`src/rtl/async_fifo_wr_ctrl_if.sv`:
```
// async_fifo_wr_ctrl_if: write-side push/flag bundle between the FIFO user and the write controller
interface async_fifo_wr_ctrl_if #(parameter int ADDR_W = 4);
    logic              winc;
    logic [ADDR_W:0]   rgray_sync;
    logic              clr_ovf;
    logic              wen;
    logic [ADDR_W-1:0] waddr;
    logic [ADDR_W:0]   wgray;
    logic              full;
    logic              almost_full;
    logic [ADDR_W:0]   wlevel;
    logic              overflow;
    modport master (
        output winc, rgray_sync, clr_ovf,
        input  wen, waddr, wgray, full, almost_full, wlevel, overflow
    );
    modport slave (
        input  winc, rgray_sync, clr_ovf,
        output wen, waddr, wgray, full, almost_full, wlevel, overflow
    );
endinterface

```
`src/rtl/async_fifo_wr_ctrl.sv`:
```
// async_fifo_wr_ctrl: write-pointer sequencer with full/almost-full, level and sticky overflow
module async_fifo_wr_ctrl #(
    parameter int ADDR_W       = 4,
    parameter int AFULL_THRESH = 12
) (
    input  logic                 clk,
    input  logic                 rst_n,
    async_fifo_wr_ctrl_if.slave  bus
);
    localparam logic [ADDR_W:0] AF = AFULL_THRESH[ADDR_W:0];
    logic [ADDR_W:0] r_wbin, r_wgray, r_wlevel;
    logic            r_full, r_afull, r_ovf;
    logic            w_wen;
    logic [ADDR_W:0] w_wbin_next, w_wgray_next, w_rbin, w_level_next, w_full_gray;
    assign w_wen        = bus.winc & ~r_full;
    assign w_wbin_next  = r_wbin + {{ADDR_W{1'b0}}, w_wen};
    assign w_wgray_next = w_wbin_next ^ (w_wbin_next >> 1);
    // Each binary bit is the XOR of all Gray bits at or above it
    for (genvar i = 0; i <= ADDR_W; i++) begin : g_g2b
        assign w_rbin[i] = ^bus.rgray_sync[ADDR_W:i];
    end
    assign w_full_gray  = {~bus.rgray_sync[ADDR_W:ADDR_W-1], bus.rgray_sync[ADDR_W-2:0]};
    assign w_level_next = w_wbin_next - w_rbin;
    always_ff @(posedge clk or negedge rst_n) begin
        if (!rst_n) begin
            r_wbin   <= '0;
            r_wgray  <= '0;
            r_wlevel <= '0;
            r_full   <= 1'b0;
            r_afull  <= 1'b0;
            r_ovf    <= 1'b0;
        end else begin
            r_wbin   <= w_wbin_next;
            r_wgray  <= w_wgray_next;
            r_wlevel <= w_level_next;
            r_full   <= w_wgray_next == w_full_gray;
            r_afull  <= w_level_next >= AF;
            r_ovf    <= (bus.winc & r_full) | (r_ovf & ~bus.clr_ovf);
        end
    end
    assign bus.wen         = w_wen;
    assign bus.waddr       = r_wbin[ADDR_W-1:0];
    assign bus.wgray       = r_wgray;
    assign bus.full        = r_full;
    assign bus.almost_full = r_afull;
    assign bus.wlevel      = r_wlevel;
    assign bus.overflow    = r_ovf;
endmodule
```
`src/flat_wrapper.sv`:
```
// flat-port wrapper written by rule: the top's interface ports become plain ports
module async_fifo_wr_ctrl_flat 
#(
    parameter int ADDR_W       = 4,
    parameter int AFULL_THRESH = 12
)
  (clk, rst_n, bus_winc, bus_rgray_sync, bus_clr_ovf, bus_wen, bus_waddr, bus_wgray, bus_full, bus_almost_full, bus_wlevel, bus_overflow);
  async_fifo_wr_ctrl_if #(.ADDR_W(ADDR_W)) bus_i ();
  input  logic clk;
  input  logic rst_n;
  input wire logic [$bits(bus_i.winc)-1:0] bus_winc;
  input wire logic [$bits(bus_i.rgray_sync)-1:0] bus_rgray_sync;
  input wire logic [$bits(bus_i.clr_ovf)-1:0] bus_clr_ovf;
  output wire logic [$bits(bus_i.wen)-1:0] bus_wen;
  output wire logic [$bits(bus_i.waddr)-1:0] bus_waddr;
  output wire logic [$bits(bus_i.wgray)-1:0] bus_wgray;
  output wire logic [$bits(bus_i.full)-1:0] bus_full;
  output wire logic [$bits(bus_i.almost_full)-1:0] bus_almost_full;
  output wire logic [$bits(bus_i.wlevel)-1:0] bus_wlevel;
  output wire logic [$bits(bus_i.overflow)-1:0] bus_overflow;
  assign bus_i.winc = bus_winc;
  assign bus_i.rgray_sync = bus_rgray_sync;
  assign bus_i.clr_ovf = bus_clr_ovf;
  assign bus_wen = bus_i.wen;
  assign bus_waddr = bus_i.waddr;
  assign bus_wgray = bus_i.wgray;
  assign bus_full = bus_i.full;
  assign bus_almost_full = bus_i.almost_full;
  assign bus_wlevel = bus_i.wlevel;
  assign bus_overflow = bus_i.overflow;
  async_fifo_wr_ctrl #(.ADDR_W(ADDR_W), .AFULL_THRESH(AFULL_THRESH)) u_core (.clk(clk), .rst_n(rst_n), .bus(bus_i));
endmodule
```
`config.mk`:
```
export PLATFORM = sky130hd
export DESIGN_NAME = async_fifo_wr_ctrl_flat
export DESIGN_NICKNAME = d
export VERILOG_FILES = /design/src/rtl/async_fifo_wr_ctrl_if.sv /design/src/rtl/async_fifo_wr_ctrl.sv /design/src/flat_wrapper.sv
export SDC_FILE = /design/constraint.sdc
export NUM_CORES = 1
export LEC_CHECK = 0
export ABC_CLOCK_PERIOD_IN_PS = 2600
export CAP_MARGIN = 20
export CORE_UTILIZATION = 41
export CTS_CLUSTER_DIAMETER = 60
export DETAILED_ROUTE_END_ITERATION = 10
export GPL_ROUTABILITY_DRIVEN = 0
export PLACE_DENSITY = 0.84
export SLEW_MARGIN = 20
export SYNTH_ARGS = -nofsm -noshare
export SYNTH_HDL_FRONTEND = slang
export SYNTH_SLANG_ARGS = --single-unit
```
`constraint.sdc`:
```
create_clock -name clk -period 2.6 [get_ports clk]
set_clock_uncertainty 0.1 [all_clocks]
set_input_delay 0.52 -clock clk [delete_from_list [all_inputs] [get_ports clk]]
set_output_delay 0.52 -clock clk [all_outputs]
set_load 0.03 [all_outputs]
```
; ---- Yosys cells after proc, flatten, opt, wreduce, memory -nomap -nowiden
; Index checks and enable logic that the tools add are counted.
[op_classes]
add_sub_neg = 2
n_mul = 0
div = 0
order_cmp = 1
eq_ne = 1
shifts = 0
mux = 0
n_bitwise = 8
reduce_logical = 4
[ops]
columns = operator, n
row1 = $add 5x1->5, 1
row2 = $eq 5x5->1, 1
row3 = $ge 5x4->1 const B, 1
row4 = $reduce_xor 5->1, 1
row5 = $sub 5x5->5, 1
row6 = $xor 5x4->5, 1
row7 = $reduce_xor 4->1, 1
row8 = $and 1x1->1, 3
row9 = $reduce_xor 3->1, 1
row10 = $not 1->1, 2
row11 = $not 2->2, 1
row12 = $reduce_xor 2->1, 1
row13 = $or 1x1->1, 1
[word_totals]
regBits = 18
latch_bits = 0
ram_bits = 0
romBits = 0
input_bits = 9
output_inout_bits = 18
wordCells = 22
memories = 0

; ---- Longest topological paths before layout
; Gate-level depths: netlist (run 1).
[depth]
word_depth = 5
ltp_mapped = 10
mapped_depth_nobuf = 10

; ---- Worst setup path after synthesis (run 1)
; No wires, ideal clock.
[synth_timing]
path_kind = input to register
from = in bus_winc
to = reg u_core.r_afull (netlist: u_core.bus.almost_full)
setup_time_ps = 126
arrival_ps = 2970
required_ps = 2374
slack_ps = -597
stages = 8
n_path_buf = 0
cell_sequence = nor2b_1 > and2_1 > ha_1 > fa_1 > maj3_2 > a21oi_2 > xnor2_1 > a311o_1
[synth_via]
elab_chain_len = 4
[synth_lines]
columns = element, line_no
row1 = start: declaration, flat_wrapper.sv:11  ; input wire logic [$bits(bus_i.winc)-1:0] bus_winc;
row2 = $and 1x1->1, async_fifo_wr_ctrl.sv:15  ; assign w_wen = bus.winc & ~r_full;
row3 = $add 5x1->5, async_fifo_wr_ctrl.sv:16  ; assign w_wbin_next = r_wbin + {{ADDR_W{1'b0}}, w_wen};
row4 = named net u_core.w_wbin_next[1], async_fifo_wr_ctrl.sv:14  ; logic [ADDR_W:0] w_wbin_next, w_wgray_next, w_rbin, w_level_next, w_full_gray;
row5 = $sub 5x5->5, async_fifo_wr_ctrl.sv:23  ; assign w_level_next = w_wbin_next - w_rbin;
row6 = named net u_core.w_level_next[4], async_fifo_wr_ctrl.sv:14
row7 = $ge 5x4->1, async_fifo_wr_ctrl.sv:37  ; r_afull <= w_level_next >= AF;
row8 = end signal: assignment, async_fifo_wr_ctrl.sv:30  ; r_afull <= 1'b0;
row9 = end signal: assignment, async_fifo_wr_ctrl.sv:37
row10 = end: declaration, async_fifo_wr_ctrl.sv:12  ; logic r_full, r_afull, r_ovf;
; The timed path passes the listed nets, and every way through them passes these cells.

; ---- Final worst setup path (run 1)
[layout_timing]
from = in bus_rgray_sync[2]
to = reg u_core.r_afull (netlist: u_core.bus.almost_full)
[layout_via]
elab_chain_len = 3
word_cells_on_any_way = 5
cone_classes = add/sub: 1 / order compare: 1 / reduce/logical: 3
[layout_lines]
columns = element, line_no
row1 = start: declaration, flat_wrapper.sv:12  ; input wire logic [$bits(bus_i.rgray_sync)-1:0] bus_rgray_sync;
row2 = "$reduce_xor 5->1, or another cell as far along", async_fifo_wr_ctrl.sv:20  ; assign w_rbin[i] = ^bus.rgray_sync[ADDR_W:i];
row3 = $sub 5x5->5 *, async_fifo_wr_ctrl.sv:23
row4 = named net u_core.w_level_next[4], async_fifo_wr_ctrl.sv:14
row5 = $ge 5x4->1 *, async_fifo_wr_ctrl.sv:37
; Mark *: on every way through the listed nets, which the timed path passes. The rest lies on a longest branch.

==> results of run 1 <==
## cell usage after synthesis (all sizes together)
master / n / share of area
nand2: 2 / 0.0085
maj3: 1 / 0.013
inv: 5 / 0.021
a21oi: 2 / 0.016
xnor3: 1 / 0.027
o21ai: 3 / 0.017
dfrtp: 17 / 0.48
ha: 4 / 0.057
fa: 1 / 0.023
and3b: 1 / 0.0099
nor2b: 1 / 0.0071
a221oi: 1 / 0.0099
nand3: 3 / 0.017
nor2: 1 / 0.0043
xor2: 12 / 0.14
xnor2: 9 / 0.098
and2: 1 / 0.0071
nand2b: 1 / 0.0099
or3: 2 / 0.014
a311o: 1 / 0.011
nand4: 1 / 0.0071
## through the flow
step / hold WS (ps) / power (uW) / utilization / TNS, ps
3_5_place_dp: 439 / 2000 / 0.671 / -3110
5_1_grt: 401 / 2370 / 0.714 / -219
6_report: 395 / 2200 / 0.714 / -167
3_3_place_gp: 424 / 1950 / 0.671 / -2300
4_1_cts: 457 / 2190 / 0.701 / -238
2_1_floorplan: 124 / 1370 / - / -449
## routing by layer
metal	GRT usage	wire length, um	vias up
met5	0	0	-
met4	0.103	38	0
met3	0.0472	86	3
met2	0.352	1040	22
met1	0.208	692	331
li1	-	-	338
## cell usage in the layout, fill, tap and decap left out, drive strengths merged
| cell | Yosys | final |
|---|---|---|
| nand2 | 2 | 2 |
| dlymetal6s2s | 0 | 1 |
| clkbuf | 0 | 3 |
| nand4 | 1 | 1 |
| and3b | 1 | 1 |
| clkinv | 0 | 1 |
| a21oi | 2 | 2 |
| xor2 | 12 | 12 |
| dfrtp | 17 | 17 |
| a311o | 1 | 1 |
| or3 | 2 | 2 |
| nand2b | 1 | 1 |
| ha | 4 | 4 |
| clkdlybuf4s15 | 0 | 1 |
| clkdlybuf4s50 | 0 | 22 |
| and2 | 1 | 1 |
| buf | 0 | 25 |
| a221oi | 1 | 1 |
| o21ai | 3 | 3 |
| maj3 | 1 | 1 |
| fa | 1 | 1 |
| xnor2 | 9 | 9 |
| xnor3 | 1 | 1 |
| nand3 | 3 | 3 |
| nor2b | 1 | 1 |
| inv | 5 | 5 |
| nor2 | 1 | 1 |
## critical path: cells and delay by family
family                   cells  cell delay [ps]
AO/OA/AOI/OAI                2              460
XOR/XNOR                     4              890
adder cells (fa/ha/maj)      3              860
buffers and inverters        2              110
## registers in the layout, summed over array words and instances (netlist names)
name and cells:
u_core.bus.full 1, u_core.bus.overflow 1, u_core.r_wbin 5, u_core.bus.almost_full 1, u_core.bus.wlevel 5, u_core.bus.wgray 4
## kinds of logic after synthesis
| kind of cell | share of synthesized area |
|---|---|
| XOR/XNOR | 0.265 |
| flip-flops | 0.482 |
| AND/OR/NAND/NOR | 0.0851 |
| AO/OA/AOI/OAI | 0.0539 |
| adder cells (fa/ha/maj) | 0.0922 |
| buffers and inverters | 0.0213 |
## worst paths after layout
kind,from,to,slack (ps)
max,bus_rgray_sync[2],u_core.bus.almost_full,-170
min,bus_winc,u_core.bus.overflow,390
max reg2reg,u_core.bus.full,u_core.bus.almost_full,120
min reg2reg,u_core.bus.overflow,u_core.bus.overflow,450
max in group asynchronous,rst_n,u_core.bus.wlevel[4],1390
min in group asynchronous,rst_n,u_core.r_wbin[2],550
## cell type report
cell class | count | area, um2 | area share
clock buffers | 3 | 22.5 | 0.0157
clock inverters | 1 | 5.00 | 0.00350
inverters | 5 | 18.8 | 0.0131
multi-input cells | 48 | 482 | 0.337
flip-flops and latches | 17 | 425 | 0.297
well taps | 27 | 33.8 | 0.0236
repair buffers | 49 | 443 | 0.310
## report_power, final
| part | total [uW] | switching (uW) | internal, uW |
|---|---|---|---|
| combinational | 1560 | 774 | 791 |
| clock | 146 | 88.8 | 57.5 |
| sequential | 494 | 85.1 | 409 |
| total | 2200 | 947 | 1260 |
## timing repair
action	CTS	global route
cloned	0	0
pin swaps	9	4
resized for setup	18	2
endpoints found under the setup margin	5	3
setup buffers	1	2
==> metrics.cfg, run 1 <==
[critical_path]
reg2reg_depth = 10
worstPathCellList = buf_6, xnor3_2, xor2_2, xnor2_1, ha_2, inv_2, fa_2, maj3_2, a21oi_2, xnor2_1, a311o_1
path_class = in2reg
cp_slowest_stage_delay_ps = 440
critPathLaunchType = primary input
cp.required_ps = 2690
slowest_stage = xnor3_2
crit_top_cell = xnor2_1
cp.arrival_ps = 2860
worstPathMaxFanout = 2
critPathCaptureType = flop

[global_routing]
antenna_found_initial = 0
grt_pass1_wl_mm = 3.24
grtUsageTotal = 0.194
first_global_vias = 700
grt_max_degree = 18
grt-ovfl-total = 0

[logic_synthesis]
yosysWarnings = 0
ys_types = 25
syn-instance-count = 70
ys_ff_latch = 17
syn_area_per_cell_um2 = 12.6
syn-num-nets = 84
synth_area_um2 = 882
ys_seq_area_frac = 0.482

[route]
finalWirelength_mm = 1.86
detail-route-antenna-nets = 0
drcViolationCount = 0
detail_route.vias_per_cell = 4.63
drt_iter0_drc = 7
wl_per_cell_um = 12.4
drtPass1Iterations = 4
vias = 694

[placed_design]
pre_cts_ws_ps = -962
placed_area_mm2 = 0.00134
dp_hpwl_mm = 1.48
numPortBuffers = 26
place_inst = 143

[die]
io_pins = 27
die_h_um = 48.4
num_rows = 16
die_w_um = 48.4
die_area_mm2 = 0.00234
start_util = 0.441
design.core.area_mm2 = 0.00200

[clock_network]
clkSinkCount = 17
cts_hold_buf = 0
clockRootBuffer = clkbuf_4
insertion_delay_ps = 300
clk_pin_slew_ps = 100
clockBufferDepth = 2
htreeDepth = 1
cts_tree = done
numCtsBuffers = 3

[cells_and_area]
drive_gt1_frac = 0.341
layout.nets = 138
num-fill-cells = 146
final_area_mm2 = 0.00143
n_antenna_cell = 0
layout-area-overhead-vs-synth_pct = 62.1
finalNonFillerCells = 150

[timing]
finalSetupViolations = 1
finalHoldViolCount = 0
slew_violations = 0
fmax_ghz = 0.361
worst_slew_pin_slew_ps = 739
finalCritPeriodShare = 1.06
rsz0062_at_grt = true
period_needed_ps = 2770
slew_headroom = 0.506
worst_slack_ps = -167

[min_path]
whs_path_depth = 3
hold_class = in2reg

[power]
power_density_mw_per_mm2 = 1540
vdd_ir_drop_max_mv = 0.963
p_leak_uw = 0.000644

[outcome]
status = finished, violations left
violations = setup timing

[flow_run]
cap_violations = 0

Note: power is estimated with default switching activity, not from simulation.
==> run 2: changes to the inputs <==
--- a/config.mk
+++ b/config.mk
@@ -7,11 +7,11 @@
 export LEC_CHECK = 0
 export ABC_CLOCK_PERIOD_IN_PS = 2600
 export CAP_MARGIN = 20
-export CORE_UTILIZATION = 41
+export CORE_UTILIZATION = 40
 export CTS_CLUSTER_DIAMETER = 60
 export DETAILED_ROUTE_END_ITERATION = 10
 export GPL_ROUTABILITY_DRIVEN = 0
-export PLACE_DENSITY = 0.84
+export PLACE_DENSITY = 0.83
 export SLEW_MARGIN = 20
 export SYNTH_ARGS = -nofsm -noshare
 export SYNTH_HDL_FRONTEND = slang
==> metrics.cfg, run 2 (same netlist as run 1, synthesis figures left out) <==
[clock_network]
clockRootBuffer = clkbuf_4
cts_tree = done
insertion_delay_ps = 300
clk_pin_slew_ps = 90
clkSinkCount = 17
clockBufferDepth = 2
cts_hold_buf = 0
htreeDepth = 1
numCtsBuffers = 3

[timing]
slew_headroom = 0.492
finalHoldViolCount = 0
finalSetupViolations = 1
worst_slack_ps = -156
period_needed_ps = 2760
rsz0062_at_grt = true
worst_slew_pin_slew_ps = 759
fmax_ghz = 0.363
slew_violations = 0
finalCritPeriodShare = 1.06

[power]
power.total_uw = 2300
vdd_ir_drop_max_mv = 0.962
power_density_mw_per_mm2 = 1580
p_leak_uw = 0.000660

[global_routing]
antenna_found_initial = 0
grt_max_degree = 18
grt-ovfl-total = 0
first_global_vias = 714
grtUsageTotal = 0.192
grt_pass1_wl_mm = 3.36

[cells_and_area]
final_common_cell = buf_4
n_antenna_cell = 0
num-fill-cells = 149
postLayoutCoreUtil = 0.718
layout-area-overhead-vs-synth_pct = 64.7
layout_common_cells = buf_4, clkdlybuf4s50_1, dfrtp_1
layout.nets = 140
drive_gt1_frac = 0.360

[route]
drtPass1Iterations = 4
vias = 713
drcViolationCount = 0
drt_iter0_drc = 4
finalWirelength_mm = 2.07
wl_per_cell_um = 13.6
detail_route.vias_per_cell = 4.69
detail-route-antenna-nets = 0

[critical_path]
critPathLaunchType = primary input
cp.required_ps = 2690
path_class = in2reg
critPathCaptureType = flop
cp.arrival_ps = 2850
worstPathMaxFanout = 2

[die]
die_area_mm2 = 0.00240
num_rows = 16
design.core.area_mm2 = 0.00202
io_pins = 27
die_h_um = 49.0
start_util = 0.436
die_w_um = 49.0

[flow_run]
cap_violations = 0

[outcome]
violations = setup timing
status = finished, violations left

[placed_design]
dp_hpwl_mm = 1.49
numPortBuffers = 26

[min_path]
hold_class = reg2reg

-- run 2: cell types whose count changed in the layout (fill, tap and decap cells not counted), moves of 2 or more --
cell / change
buf_4: +3
dlygate4sd2_1: +2
xnor2_2: +3
xnor2_1: -2
-- run 2: routing by layer --
layer	share of wire	track usage	vias up
met3	0.040	0.0436	8
li1	-	-	340
met5	0	0	-
met1	0.38	0.217	336
met2	0.55	0.350	29
met4	0.037	0.0735	0
-- run 2: worst max-delay path, cell delays in order --
cell and delay, ps:
buf_6 70, xnor3_2 460, xor2_4 180, xnor2_2 180, ha_2 200, inv_2 40
fa_2 330, maj3_2 340, a21oi_4 160, xnor2_2 80, a311o_1 280
-- run 2: path summary, 6_finish.rpt --
check	cells after the start	start	slack, ps	endpoint
min in group asynchronous	1	rst_n	550	u_core.bus.overflow
max in group asynchronous	1	rst_n	1370	u_core.bus.wgray[3]
setup / recovery	11	bus_rgray_sync[3]	-160	u_core.bus.almost_full
hold reg to reg	2	u_core.bus.overflow	440	u_core.bus.overflow
hold / removal	2	u_core.bus.overflow	440	u_core.bus.overflow
setup reg to reg	10	u_core.bus.full	160	u_core.bus.almost_full
-- run 2: power breakdown --
group          internal (uW)  switching (uW)  leakage [uW]
Clock                   60.0            86.1     0.0000150
Combinational            830             833      0.000443
Sequential               409            78.9      0.000203
-- run 2: area by class of cell --
type                    count  area, um2  area share
well taps                  27       33.8      0.0233
repair buffers             51        449       0.309
clock buffers               4       26.3      0.0181
inverters                   5       18.8      0.0129
flip-flops and latches     17        425       0.293
multi-input cells          48        499       0.344
-- run 2: through the flow --
stage	instances	setup TNS (ps)	area (um2)	setup slack, ps	hold slack (ps)
after detailed placement	144	-2850	1350	-892	428
final	152	-156	1450	-156	443
after global routing	152	-271	1450	-221	505
after floorplan	70	-449	900	-345	124
after global placement	144	-2300	1350	-767	426
after CTS	151	-206	1400	-205	446
-- run 2: repair_timing --
| action | CTS | global route |
|---|---|---|
| setup buffers | 3 | 1 |
| hold endpoints to repair | 0 | 0 |
| pin swaps | 9 | 7 |
| resized for setup | 16 | 7 |
| cloned | 0 | 0 |
| endpoints found under the setup margin | 5 | 3 |
==> run 3: changes to the inputs <==
--- a/config.mk
+++ b/config.mk
@@ -16,3 +16,4 @@
 export SYNTH_ARGS = -nofsm -noshare
 export SYNTH_HDL_FRONTEND = slang
 export SYNTH_SLANG_ARGS = --single-unit
+export TNS_END_PERCENT = 50
==> metrics.cfg, run 3 (same netlist as run 1, synthesis figures left out) <==
[route]
drt_iter0_drc = 6
drtPass1Iterations = 4
detail_route.vias_per_cell = 4.63
finalWirelength_mm = 1.94
vias = 708
detail-route-antenna-nets = 0
drcViolationCount = 0
wl_per_cell_um = 12.7

[die]
die_w_um = 49.0
design.core.area_mm2 = 0.00202
die_h_um = 49.0
start_util = 0.436
num_rows = 16
die_area_mm2 = 0.00240
io_pins = 27

[clock_network]
numCtsBuffers = 3
cts_tree = done
insertion_delay_ps = 280
clockBufferDepth = 2
htreeDepth = 1
clockRootBuffer = clkbuf_4
cts_hold_buf = 0
clkSinkCount = 17
clk_pin_slew_ps = 100

[timing]
worst_slack_ps = -111
period_needed_ps = 2710
worst_slew_pin_slew_ps = 751
finalHoldViolCount = 0
slew_violations = 0
slew_headroom = 0.498
finalCritPeriodShare = 1.04
rsz0062_at_grt = true
finalSetupViolations = 2
tns_ps = -171
fmax_ghz = 0.369

[placed_design]
dp_hpwl_mm = 1.42
placed_area_mm2 = 0.00133
numPortBuffers = 26

[global_routing]
use_met2 = 0.354
grt_max_degree = 18
first_global_vias = 743
met3_usage = 0.0405
grt-ovfl-total = 0
grt_use_met1 = 0.205
top_usage_layer = met2
grt_pass1_wl_mm = 3.33
grtUsageTotal = 0.185
antenna_found_initial = 0

[power]
vdd_ir_drop_max_mv = 0.959
p_leak_uw = 0.000662
power_density_mw_per_mm2 = 1620
power.total_uw = 2370

[cells_and_area]
final_common_cell = buf_4
layout-area-overhead-vs-synth_pct = 66.1
drive_gt1_frac = 0.373
layout_common_cells = buf_4, clkdlybuf4s50_1, dfrtp_1
layout.nets = 141
n_antenna_cell = 0
multi_input_area_um2 = 499
postLayoutCoreUtil = 0.725
final_area_mm2 = 0.00147
num-fill-cells = 154
seqCellArea_um2 = 425

[flow_run]
cap_violations = 0

[critical_path]
critPathLaunchType = primary input
cp.arrival_ps = 2790
critPathCaptureType = flop
worstPathMaxFanout = 2
path_class = in2reg
cp.required_ps = 2680

[outcome]
violations = setup timing
status = finished, violations left

[min_path]
hold_class = reg2reg

[run 3: changes by cell type in the layout (fill, tap and decap cells not counted), sizes merged]
cell,delta
clkbuf,-1
clkinv,+1
buf,+1
[run 3: repair_timing]
action | in CTS | in global routing
setup endpoints to repair | 5 | 2
resized for setup | 20 | 5
setup buffers | 4 | 3
pin swaps | 10 | 7
[run 3: per-stage QoR]
stage | std cells | setup WS, ps | hold WS, ps
final | 153 | -111 | 451
after global routing | 153 | -172 | 497
after CTS | 150 | -197 | 457
after detailed placement | 142 | -885 | 437
after global placement | 142 | -765 | 414
after floorplan | 70 | -345 | 124
[run 3: power breakdown]
| part | internal, uW | switching (uW) | leakage, uW |
|---|---|---|---|
| clock network | 57.1 | 83.2 | 0.0000177 |
| logic | 905 | 826 | 0.000442 |
| registers | 409 | 87.6 | 0.000203 |
| total | 1370 | 997 | 0.000662 |
[run 3: critical path: stages]
cell	delay, ps
buf_6	70
xnor3_2	440
xor2_2	170
xnor2_1	160
ha_2	200
inv_2	50
fa_2	340
maj3_2	330
a21oi_4	150
xnor2_2	80
a311o_1	280
[run 3: final timing paths]
check / start / end / slack [ps] / cells after the start
max: bus_rgray_sync[3] / u_core.bus.almost_full / -110 / 11
min: u_core.bus.overflow / u_core.bus.overflow / 450 / 2
min reg2reg: u_core.bus.overflow / u_core.bus.overflow / 450 / 2
max reg2reg: u_core.bus.full / u_core.bus.almost_full / 130 / 9
min in group asynchronous: rst_n / u_core.bus.wgray[3] / 570 / 1
max in group asynchronous: rst_n / u_core.bus.almost_full / 1370 / 1
[run 3: routing by layer]
layer	up-vias	routed length (um)	part of all wire
met5	-	0	0
met4	0	0	0
met3	0	78	0.040
met2	20	1120	0.57
met1	346	746	0.38
li1	342	-	-
[run 3: layout make-up]
type / instances / share of cell area
Multi-Input combinational cell: 48 / 0.341
Timing Repair Buffer: 52 / 0.314
Sequential cell: 17 / 0.290
Tap cell: 27 / 0.0231
Clock buffer: 3 / 0.0154
Inverter: 5 / 0.0128
Clock inverter: 1 / 0.00342
